$ cat src/rtl/conv_pkg.sv
// Shared definitions for the convolution anchor generator and window address generator.
package conv_pkg;

    // Window walker state.
    typedef enum logic {
        IDLE = 1'b0,
        BUSY = 1'b1
    } conv_state_t;

    // Signed feature-map coordinate; anchors may sit above/left of the map.
    typedef logic signed [31:0] coord_t;

    // Default map and kernel geometry, shared with ConvAnchorGen_2D.
    localparam int DEF_IN_H   = 28;
    localparam int DEF_IN_W   = 28;
    localparam int DEF_K_H    = 3;
    localparam int DEF_K_W    = 3;
    localparam int DEF_ADDR_W = 16;

    // True when (row, col) lies outside an in_h x in_w map.
    function automatic logic tap_is_pad(input coord_t row, input coord_t col,
                                        input int in_h, input int in_w);
        return (row < 0) || (row >= coord_t'(in_h)) ||
               (col < 0) || (col >= coord_t'(in_w));
    endfunction

endpackage

$ cat src/rtl/window_tap_counter.sv
// Kernel tap walker: kr/kc counters, running row base and last-tap detect.
// The nxt_* outputs describe the tap that the next load or advance will present.
module window_tap_counter
    import conv_pkg::*;
#(
    parameter int IN_W = DEF_IN_W,
    parameter int K_H  = DEF_K_H,
    parameter int K_W  = DEF_K_W
) (
    input  logic   clk,
    input  logic   rst_n,
    input  logic   clear,
    input  logic   load,
    input  logic   advance,
    input  coord_t anchor_height,
    input  coord_t anchor_width,
    output coord_t nxt_row,
    output coord_t nxt_col,
    output coord_t nxt_row_base,
    output logic   nxt_last
);

    localparam int KR_W = (K_H > 1) ? $clog2(K_H) : 1;
    localparam int KC_W = (K_W > 1) ? $clog2(K_W) : 1;
    localparam logic [KR_W-1:0] KR_MAX = KR_W'(K_H - 1);
    localparam logic [KC_W-1:0] KC_MAX = KC_W'(K_W - 1);

    logic [KR_W-1:0] kr_q, kr_d;
    logic [KC_W-1:0] kc_q, kc_d;
    coord_t          row_q, row_d;
    coord_t          col_q, col_d;
    coord_t          row_base_q, row_base_d;
    coord_t          anchor_w_q;

    // Next tap: first tap of a fresh anchor on load, otherwise step kc then kr.
    always_comb begin
        kr_d       = kr_q;
        kc_d       = kc_q;
        row_d      = row_q;
        col_d      = col_q;
        row_base_d = row_base_q;
        if (load) begin
            kr_d       = '0;
            kc_d       = '0;
            row_d      = anchor_height;
            col_d      = anchor_width;
            // Constant-coefficient product, only once per window; later rows
            // are reached by the running +IN_W accumulator below.
            row_base_d = anchor_height * coord_t'(IN_W);
        end else if (kc_q == KC_MAX) begin
            kr_d       = kr_q + KR_W'(1);
            kc_d       = '0;
            row_d      = row_q + coord_t'(1);
            col_d      = anchor_w_q;
            row_base_d = row_base_q + coord_t'(IN_W);
        end else begin
            kc_d       = kc_q + KC_W'(1);
            col_d      = col_q + coord_t'(1);
        end
    end

    assign nxt_row      = row_d;
    assign nxt_col      = col_d;
    assign nxt_row_base = row_base_d;
    assign nxt_last     = (kr_d == KR_MAX) && (kc_d == KC_MAX);

    // Counter registers; clear wins so an abandoned window leaves nothing behind.
    always_ff @(posedge clk or negedge rst_n) begin
        if (!rst_n) begin
            kr_q       <= '0;
            kc_q       <= '0;
            row_q      <= '0;
            col_q      <= '0;
            row_base_q <= '0;
            anchor_w_q <= '0;
        end else if (clear) begin
            kr_q       <= '0;
            kc_q       <= '0;
            row_q      <= '0;
            col_q      <= '0;
            row_base_q <= '0;
            anchor_w_q <= '0;
        end else if (load || advance) begin
            kr_q       <= kr_d;
            kc_q       <= kc_d;
            row_q      <= row_d;
            col_q      <= col_d;
            row_base_q <= row_base_d;
            if (load) begin
                anchor_w_q <= anchor_width;
            end
        end
    end

endmodule

$ cat src/rtl/conv_window_addr_gen.sv
// Expands each signed conv anchor into K_H x K_W feature-map read taps,
// flagging padding taps, and holds the anchor generator while walking.
//
// state | meaning
// IDLE  | no window; anchor_pause low, waiting for enable && anchor_valid
// BUSY  | walking a captured window; anchor_pause high, one tap presented
module conv_window_addr_gen
    import conv_pkg::*;
#(
    parameter int IN_H      = DEF_IN_H,
    parameter int IN_W      = DEF_IN_W,
    parameter int K_H       = DEF_K_H,
    parameter int K_W       = DEF_K_W,
    parameter int ADDR_W    = DEF_ADDR_W,
    parameter int BASE_ADDR = 0
) (
    input  logic              clk,
    input  logic              rst_n,
    input  logic              enable,
    input  logic              anchor_valid,
    input  logic [31:0]       anchor_height,
    input  logic [31:0]       anchor_width,
    output logic              anchor_pause,
    output logic              pix_valid,
    input  logic              pix_ready,
    output logic [ADDR_W-1:0] pix_addr,
    output logic              pix_pad,
    output logic              pix_last
);

    conv_state_t state_q, state_d;
    logic        load;
    logic        advance;
    logic        clear;
    logic        finish;

    coord_t      nxt_row;
    coord_t      nxt_col;
    coord_t      nxt_row_base;
    logic        nxt_last;
    logic        nxt_pad;
    logic [ADDR_W-1:0] nxt_addr;

    window_tap_counter #(
        .IN_W (IN_W),
        .K_H  (K_H),
        .K_W  (K_W)
    ) u_tap_counter (
        .clk           (clk),
        .rst_n         (rst_n),
        .clear         (clear || finish),
        .load          (load),
        .advance       (advance),
        .anchor_height (coord_t'(anchor_height)),
        .anchor_width  (coord_t'(anchor_width)),
        .nxt_row       (nxt_row),
        .nxt_col       (nxt_col),
        .nxt_row_base  (nxt_row_base),
        .nxt_last      (nxt_last)
    );

    // Bounds check and address of the upcoming tap; padded taps carry address 0.
    always_comb begin
        nxt_pad  = tap_is_pad(nxt_row, nxt_col, IN_H, IN_W);
        nxt_addr = '0;
        if (!nxt_pad) begin
            nxt_addr = ADDR_W'(coord_t'(BASE_ADDR) + nxt_row_base + nxt_col);
        end
    end

    // State register.
    always_ff @(posedge clk or negedge rst_n) begin
        if (!rst_n) begin
            state_q <= IDLE;
        end else begin
            state_q <= state_d;
        end
    end

    // Next-state and tap-control decode; enable low overrides everything.
    always_comb begin
        state_d = state_q;
        load    = 1'b0;
        advance = 1'b0;
        clear   = 1'b0;
        finish  = 1'b0;
        if (!enable) begin
            state_d = IDLE;
            clear   = 1'b1;
        end else begin
            unique case (state_q)
                IDLE: begin
                    if (anchor_valid) begin
                        state_d = BUSY;
                        load    = 1'b1;
                    end
                end
                BUSY: begin
                    if (pix_valid && pix_ready) begin
                        if (pix_last) begin
                            state_d = IDLE;
                            finish  = 1'b1;
                        end else begin
                            advance = 1'b1;
                        end
                    end
                end
                default: begin
                    state_d = IDLE;
                    clear   = 1'b1;
                end
            endcase
        end
    end

    // Pause is a pure decode of the state flop, so pix_ready never reaches it.
    assign anchor_pause = (state_q == BUSY);

    // Output tap register: loads on capture or handshake, holds while stalled.
    always_ff @(posedge clk or negedge rst_n) begin
        if (!rst_n) begin
            pix_valid <= 1'b0;
            pix_addr  <= '0;
            pix_pad   <= 1'b0;
            pix_last  <= 1'b0;
        end else if (clear || finish) begin
            pix_valid <= 1'b0;
            pix_addr  <= '0;
            pix_pad   <= 1'b0;
            pix_last  <= 1'b0;
        end else if (load || advance) begin
            pix_valid <= 1'b1;
            pix_addr  <= nxt_addr;
            pix_pad   <= nxt_pad;
            pix_last  <= nxt_last;
        end
    end

endmodule
$ cat config.mk
export PLATFORM = sky130hd
export DESIGN_NAME = conv_window_addr_gen
export DESIGN_NICKNAME = d
export VERILOG_FILES = /design/src/rtl/conv_pkg.sv /design/src/rtl/window_tap_counter.sv /design/src/rtl/conv_window_addr_gen.sv
export SDC_FILE = /design/constraint.sdc
export NUM_CORES = 1
export LEC_CHECK = 0
export ABC_CLOCK_PERIOD_IN_PS = 10300
export CORE_MARGIN = 8
export CORE_UTILIZATION = 65
export CTS_BUF_LIST = sky130_fd_sc_hd__clkbuf_4 sky130_fd_sc_hd__clkbuf_8
export CTS_CLUSTER_DIAMETER = 120
export DETAILED_ROUTE_END_ITERATION = 7
export HOLD_SLACK_MARGIN = 0.1
export PLACE_DENSITY_LB_ADDON = 0.08
export SLEW_MARGIN = 5
export SYNTH_ARGS = -nofsm -noshare
export SYNTH_HDL_FRONTEND = slang
export SYNTH_SLANG_ARGS = --single-unit
$ cat constraint.sdc
create_clock -name clk -period 10.3 [get_ports clk]
set_clock_uncertainty 0.2 [all_clocks]
set_input_delay 1.545 -clock clk [delete_from_list [all_inputs] [get_ports clk]]
set_output_delay 1.545 -clock clk [all_outputs]
set_load 0.01 [all_outputs]
==> results of run 1 <==
worst reg2reg max path, stage by stage (launching register included):
cell and delay (ns):
dfrtp_1 0.48, nand3b_1 0.45, nor4_1 1.05, nand3_1 0.34, xor2_1 0.30, o211a_1 0.20, o32ai_1 0.06, or4_1 0.57
nor4_2 0.96, a32o_1 0.31
state kept, by name, indices dropped and copies added, names as in the netlist:
| name | cells |
|---|---|
| pix_addr | 16 |
| pix_last | 1 |
| u_tap_counter.row_q | 32 |
| u_tap_counter.col_q | 32 |
| u_tap_counter.anchor_w_q | 32 |
| u_tap_counter.row_base_q | 16 |
| pix_valid | 1 |
| u_tap_counter.kc_q | 2 |
| anchor_pause | 1 |
| u_tap_counter.kr_q | 2 |
| pix_pad | 1 |
metal layers:
layer | track usage [%] | part of all wire [%] | vias to the layer above
li1 | - | - | 4351
met1 | 36.93 | 41 | 4416
met2 | 45.24 | 46 | 475
met3 | 7.295 | 9.6 | 66
met4 | 11.44 | 2.8 | 0
met5 | 0 | 0 | -
Yosys cell counts (4+ instances only):
| master | count | share of area (%) |
|---|---|---|
| a211oi_1 | 5 | 0.38 |
| a21boi_0 | 5 | 0.38 |
| a21o_1 | 8 | 0.62 |
| a21oi_1 | 70 | 3.6 |
| a222oi_1 | 5 | 0.51 |
| a22o_1 | 31 | 2.8 |
| a31oi_1 | 14 | 0.90 |
| a32o_1 | 12 | 1.2 |
| and2_1 | 9 | 0.58 |
| and3_1 | 17 | 1.1 |
| and4_1 | 6 | 0.54 |
| buf_1 | 7 | 0.27 |
| clkbuf_1 | 56 | 2.2 |
| dfrtp_1 | 136 | 35 |
| fa_1 | 11 | 2.3 |
| ha_1 | 42 | 5.4 |
| inv_1 | 69 | 2.7 |
| mux2i_1 | 6 | 0.62 |
| nand2_1 | 187 | 7.2 |
| nand3_1 | 48 | 2.5 |
| nand3b_1 | 7 | 0.54 |
| nand4_1 | 24 | 1.5 |
| nor2_1 | 57 | 2.2 |
| nor3_1 | 33 | 1.7 |
| nor3b_1 | 4 | 0.31 |
| nor4_1 | 17 | 1.1 |
| o211a_1 | 4 | 0.41 |
| o211ai_1 | 26 | 2.0 |
| o21a_1 | 7 | 0.54 |
| o21ai_0 | 72 | 3.7 |
| o22ai_1 | 6 | 0.38 |
| o31a_1 | 4 | 0.36 |
| o31ai_1 | 13 | 1.0 |
| o41ai_1 | 4 | 0.36 |
| o41ai_2 | 4 | 0.67 |
| or2_2 | 7 | 0.45 |
| or3_1 | 9 | 0.58 |
| or4_1 | 12 | 0.92 |
| xnor2_1 | 43 | 3.9 |
| xor2_1 | 35 | 3.1 |
cell families (layout without fill, tap and decap cells):
kind of cell	Yosys count	count (layout)
simple gates	457	457
compound gates	306	306
buf+inv	138	201
flops	136	136
xor+xnor	78	78
fa+ha+maj	53	53
mux	7	7
layout make-up:
type / instances / area share (%)
multi-input cells: 901 / 52.52
inverters: 69 / 2.325
repair buffers: 101 / 8.795
well taps: 188 / 2.112
clock buffers: 19 / 2.348
clock inverters: 12 / 1.348
flip-flops and latches: 136 / 30.55
through the flow:
stage / setup WS, ns / cells
after global placement: 3.825 / 1395
after global routing: 3.796 / 1426
after floorplan: 3.966 / 1175
after detailed placement: 3.692 / 1395
final: 4.044 / 1426
after CTS: 4.128 / 1426
worst min path at each step:
stage	cells after the start	end	start
2_1_floorplan	1	u_tap_counter.row_base_q[0]	u_tap_counter.row_base_q[0]
3_3_place_gp	2	pix_addr[14]	pix_addr[14]
3_5_place_dp	2	pix_addr[14]	pix_addr[14]
4_1_cts	1	u_tap_counter.row_base_q[0]	u_tap_counter.row_base_q[0]
5_1_grt	1	u_tap_counter.row_base_q[0]	u_tap_counter.row_base_q[0]
6_report	1	u_tap_counter.row_base_q[0]	u_tap_counter.row_base_q[0]
where the power goes:
group | switching, uW | internal, uW
combinational | 219 | 153
sequential | 35.4 | 562
clock | 216 | 250
==> run metrics, run 1 <==
status=completed; measured slew at the worst slew-check pin=1.165 ns; Synth Area in Adders=7.636%; H-tree depth=4; first-pass GRT wire length=45,340 um; P_leak=0.004768 uW; Post-synth EDFFs=0; Finished Cell Area=0.01114 mm2; pin count of the biggest net entering global routing=83; setup repair bufs after CTS=0; RSZ-0062 raised after global routing=false; post-cts resize count=0; crit-path leading delay family=compound AO/OA/AOI/OAI gates; area of the multi-input gates=0.005851 mm2; GR Overflow Total=0; most common cell after layout, fill and taps aside=nand2_1; most frequent CP cell=ha_1; Setup Crit Path Kind=primary input to flop; initial DRC count=824; number of CTS-inserted buffers=17; number of max-cap violations=0; crit-path cells=clkdlybuf4s50_1 > ha_1 > xor2_1 > ha_1 > inv_1 > fa_1 > nor2b_1 > o21ai_0 > a21oi_1 > o21ai_0 > a21boi_0 > o21a_1 > nor3_1 > o31ai_1 > ha_1 > nand2_1 > o41ai_1 > a31oi_1 > xnor2_1 > a32o_1; Synth Cell Area=0.009766 mm2; worst reg2reg endpoint=pix_addr[8]; Critical path origin=anchor_height[2]; Final period util=60.74%; reg2reg setup slack=5.32 ns; post-cts hold buffer count=0; Tightest Hold Check Type=flop to flop; FF+latch count, synth=136; Area growth, synth to finish=14.07%; Setup crit start kind=primary input; Total Routing Usage GR=28.66%; GP Congestion=0.9219; Total Power=1436 uW; Setup crit end=pix_addr[15]; Initial Util=65.45%; Max clock buf depth=2; syn_nets=1,297; PwrDens=128.9 mW/mm2; DIE AREA=0.01920 mm2; dpl cell area=0.01073 mm2; HPWL after detailed placement=19,440 um; Port Buffer Count=88; number of global-route vias before repair=9,070; Core Box Area=0.01492 mm2; antenna violations before repair=0; routed wire length=27,710 um; I/O pin count=89; final core utilization=74.66%; critical path arrival=6.39 ns; worst-path fanout max=5; root buffer selected by CTS=clkbuf_8; Cells after Synth=1,175; maximum vdd drop=0.1086 mV; final net count=1,348; Core Rows=45; die width=138.6 um; DRC viols=0; Primary FF master, synth=dfrtp_1; most frequent cells in the layout=nand2_1 (187), dfrtp_1 (136), clkdlybuf4s50_1 (87); Final Hold Viols=0; endpoint class of the critical path=flop; worst hold slack=0.2823 ns; fmax=159.8 MHz; total negative setup slack=0 ns; complex-gate fraction of the synthesized area=21.26%; crit path buf inv count=2; antenna viol nets, final=0; latest clock arrival within the worst-skew pair=0.46 ns; fraction of layout instances using a drive strength above 1=5.735%; Slew Limit Fails=0; critical path required time=10.44 ns; routed vias/inst=6.527; CP Depth=20; Avg Synthesized Cell Area=8.311 um2; multiplexer share of the synthesized area=0.7303%; Worst R2R Start=u_tap_counter.kc_q[0]; worst-path cell with the longest stage delay=clkdlybuf4s50_1; Tmin final=6.256 ns; DR pass1 iterations=8; Synth Area in XOR/XNOR=6.996%; Synth async-reset ratio=100.0%; Rel. slew slack=22.03%; Setup Viol. Count Final=0; worst reg2reg path depth=9; Die Span Y=138.6 um; Distinct cells, synth=68; Simple-Gate Fraction of Synth Area=23.01%; synth warn=0; number of fill cells=1,164; Register Area=0.003403 mm2; largest family of logic cells by synthesized area=simple AND/OR/NAND/NOR gates; WL/cell=19.43 um; Vias=9,308; Sinks on Clock Net=136; Reg clk slew, reported paths=0.08 ns; CTS tree=done; sequential share of the synthesized area=34.85%; n_diodes=0; Worst path max stage delay=0.62 ns
Note: power is estimated with default switching activity, not from simulation.
==> run 2: changes to the inputs <==
--- a/config.mk
+++ b/config.mk
@@ -5,9 +5,9 @@
 export SDC_FILE = /design/constraint.sdc
 export NUM_CORES = 1
 export LEC_CHECK = 0
-export ABC_CLOCK_PERIOD_IN_PS = 10300
+export ABC_CLOCK_PERIOD_IN_PS = 5600
 export CORE_MARGIN = 8
-export CORE_UTILIZATION = 65
+export CORE_UTILIZATION = 55
 export CTS_BUF_LIST = sky130_fd_sc_hd__clkbuf_4 sky130_fd_sc_hd__clkbuf_8
 export CTS_CLUSTER_DIAMETER = 120
 export DETAILED_ROUTE_END_ITERATION = 7
==> constraint.sdc (replaced) <==
create_clock -name clk -period 5.6 [get_ports clk]
set_clock_uncertainty 0.2 [all_clocks]
set_input_delay 0.84 -clock clk [delete_from_list [all_inputs] [get_ports clk]]
set_output_delay 0.84 -clock clk [all_outputs]
set_load 0.01 [all_outputs]
==> run 2 against run 1 <==
  * Sequential share of layout area down 0.91 points
  * Largest cell class unchanged
  * Critical path depth unchanged
  * Die area grew 16%
  * Via count fell by 0.72%
==> run metrics, run 2 (synthesis results as in run 1) <==
Die Span Y=149.3 um (+7.7%); routed wire length=28,690 um (+3.5%); worst-path fanout max=4 (-1); die width=149.3 um (+7.7%); number of global-route vias before repair=9,072 (+0.022%); GP Congestion=0.8681 (-5.8%); Max clock buf depth=2 (unchanged); antenna violations before repair=0 (unchanged); RSZ-0062 raised after global routing=false; Total Routing Usage GR=26.38% (-2.3 points); number of max-cap violations=0 (unchanged); final net count=1,375 (+2.0%); WL/cell=19.24 um (-0.99%); post-cts resize count=0 (unchanged); Core Box Area=0.01736 mm2 (+16%); number of fill cells=1,553 (+33%); Vias=9,241 (-0.72%); critical path arrival=5.38 ns (-1.01 ns); PwrDens=243.9 mW/mm2 (+89%); latest clock arrival within the worst-skew pair=0.47 ns (about the same); n_diodes=0 (unchanged); Slew Limit Fails=0 (unchanged); H-tree depth=4 (unchanged); setup repair bufs after CTS=0 (unchanged); Tmin final=5.227 ns; first-pass GRT wire length=47,020 um (+3.7%); Setup crit start kind=primary input; GR Overflow Total=0 (unchanged); Final period util=93.34%; Sinks on Clock Net=136 (unchanged); P_leak=0.004945 uW (+3.7%); total negative setup slack=0 ns (unchanged); endpoint class of the critical path=flop; fmax=191.3 MHz; Port Buffer Count=88 (unchanged); Final Hold Viols=0 (unchanged); HPWL after detailed placement=20,660 um (+6.3%); Initial Util=56.26% (-9.2 points); most frequent cells in the layout=nand2_1 (187), dfrtp_1 (136), clkdlybuf4s50_1 (87); Setup Crit Path Kind=primary input to flop; DR pass1 iterations=5 (-3); Total Power=2800 uW (+95%); Setup Viol. Count Final=0 (unchanged); Register Area=0.003403 mm2 (unchanged); Core Rows=48 (+6.7%); DIE AREA=0.02228 mm2 (+16%); initial DRC count=718 (-13%); Tightest Hold Check Type=primary input to async pin; area of the multi-input gates=0.005851 mm2 (unchanged); Area growth, synth to finish=17.55%; biggest regs=u_tap_counter.anchor_w_q x32, u_tap_counter.col_q x32, u_tap_counter.row_q x32; critical path required time=5.75 ns (-4.69 ns); antenna viol nets, final=0 (unchanged); root buffer selected by CTS=clkbuf_8; fraction of layout instances using a drive strength above 1=7.820% (+2.1 points); most common cell after layout, fill and taps aside=nand2_1; number of CTS-inserted buffers=17 (unchanged); routed vias/inst=6.198 (-5.0%); post-cts hold buffer count=0 (unchanged); status=completed; Rel. slew slack=33.93% (+12 points); pin count of the biggest net entering global routing=100 (+20%); maximum vdd drop=0.1710 mV (+57%); I/O pin count=89 (unchanged); DRC viols=0 (unchanged); Reg clk slew, reported paths=0.08 ns (about the same); measured slew at the worst slew-check pin=0.9911 ns (-0.1742 ns); CTS tree=done
[run 2: cell count changes in the layout (fill, tap and decap cells not counted)]
cell,delta
buf_4,+26
clkbuf_8,+3
clkinv_2,-3
bufinv_16,+2
buf_12,+1
clkinvlp_4,-1
[run 2: path summary, 6_finish.rpt]
kind                                       start                           end  slack (ns)  cells past startpoint
min                                        rst_n  u_tap_counter.row_base_q[15]        0.24                      1
max in group asynchronous                  rst_n        u_tap_counter.col_q[5]        3.90                      2
min in group clk                     pix_addr[7]                   pix_addr[7]        0.28                      2
max reg2reg                u_tap_counter.kc_q[0]                  pix_addr[14]        0.88                      9
min reg2reg                          pix_addr[7]                   pix_addr[7]        0.28                      2
max                             anchor_height[2]                  pix_addr[15]        0.37                     20
[run 2: critical path, stage by stage]
cell and delay, ns:
clkdlybuf4s50_1 0.50, ha_1 0.33, inv_1 0.05, fa_1 0.49
inv_1 0.04, ha_1 0.29, nor2b_1 0.13, o21ai_0 0.21
a21oi_1 0.12, o21ai_0 0.21, a21boi_0 0.15, o21a_1 0.21
o21a_1 0.17, o31ai_1 0.34, ha_1 0.27, nand2_1 0.06
o41ai_1 0.37, a31oi_1 0.17, xnor2_1 0.15, a32o_1 0.26
[run 2: final cells by class]
type | instances | area share, %
timing repair buffer | 128 | 10.41
multi-input combinational | 901 | 50.96
clock buffer | 22 | 2.638
tap | 225 | 2.452
clock inverter | 10 | 1.635
inverter | 69 | 2.256
sequential | 136 | 29.65
[run 2: metal layers]
metal / track usage (%) / vias to the layer above / part of all wire, %
met3: 4.885 / 53 / 6.3
met5: 0 / - / 0
met4: 8.884 / 0 / 2.5
met1: 34.89 / 4445 / 44
met2: 42.67 / 336 / 47
li1: - / 4407 / -
[run 2: per-stage QoR]
step           utilization [%]  worst slack, ns  std cells  instance area, um2  hold WS, ns
2_1_floorplan                -          0.04677       1175                9767       0.2442
3_3_place_gp             63.31         0.009651       1459               10990       0.2607
3_5_place_dp             63.31          -0.1178       1459               10990       0.2682
5_1_grt                  66.14          0.02124       1491               11480       0.3135
4_1_cts                  66.14           0.3625       1491               11480       0.2890
6_report                 66.14           0.3730       1491               11480       0.2381
[run 2: report_power, final]
part / internal, uW / switching (uW) / total [uW]
combinational: 300 / 397 / 697
clock: 592 / 415 / 1010
sequential: 1030 / 63.1 / 1100
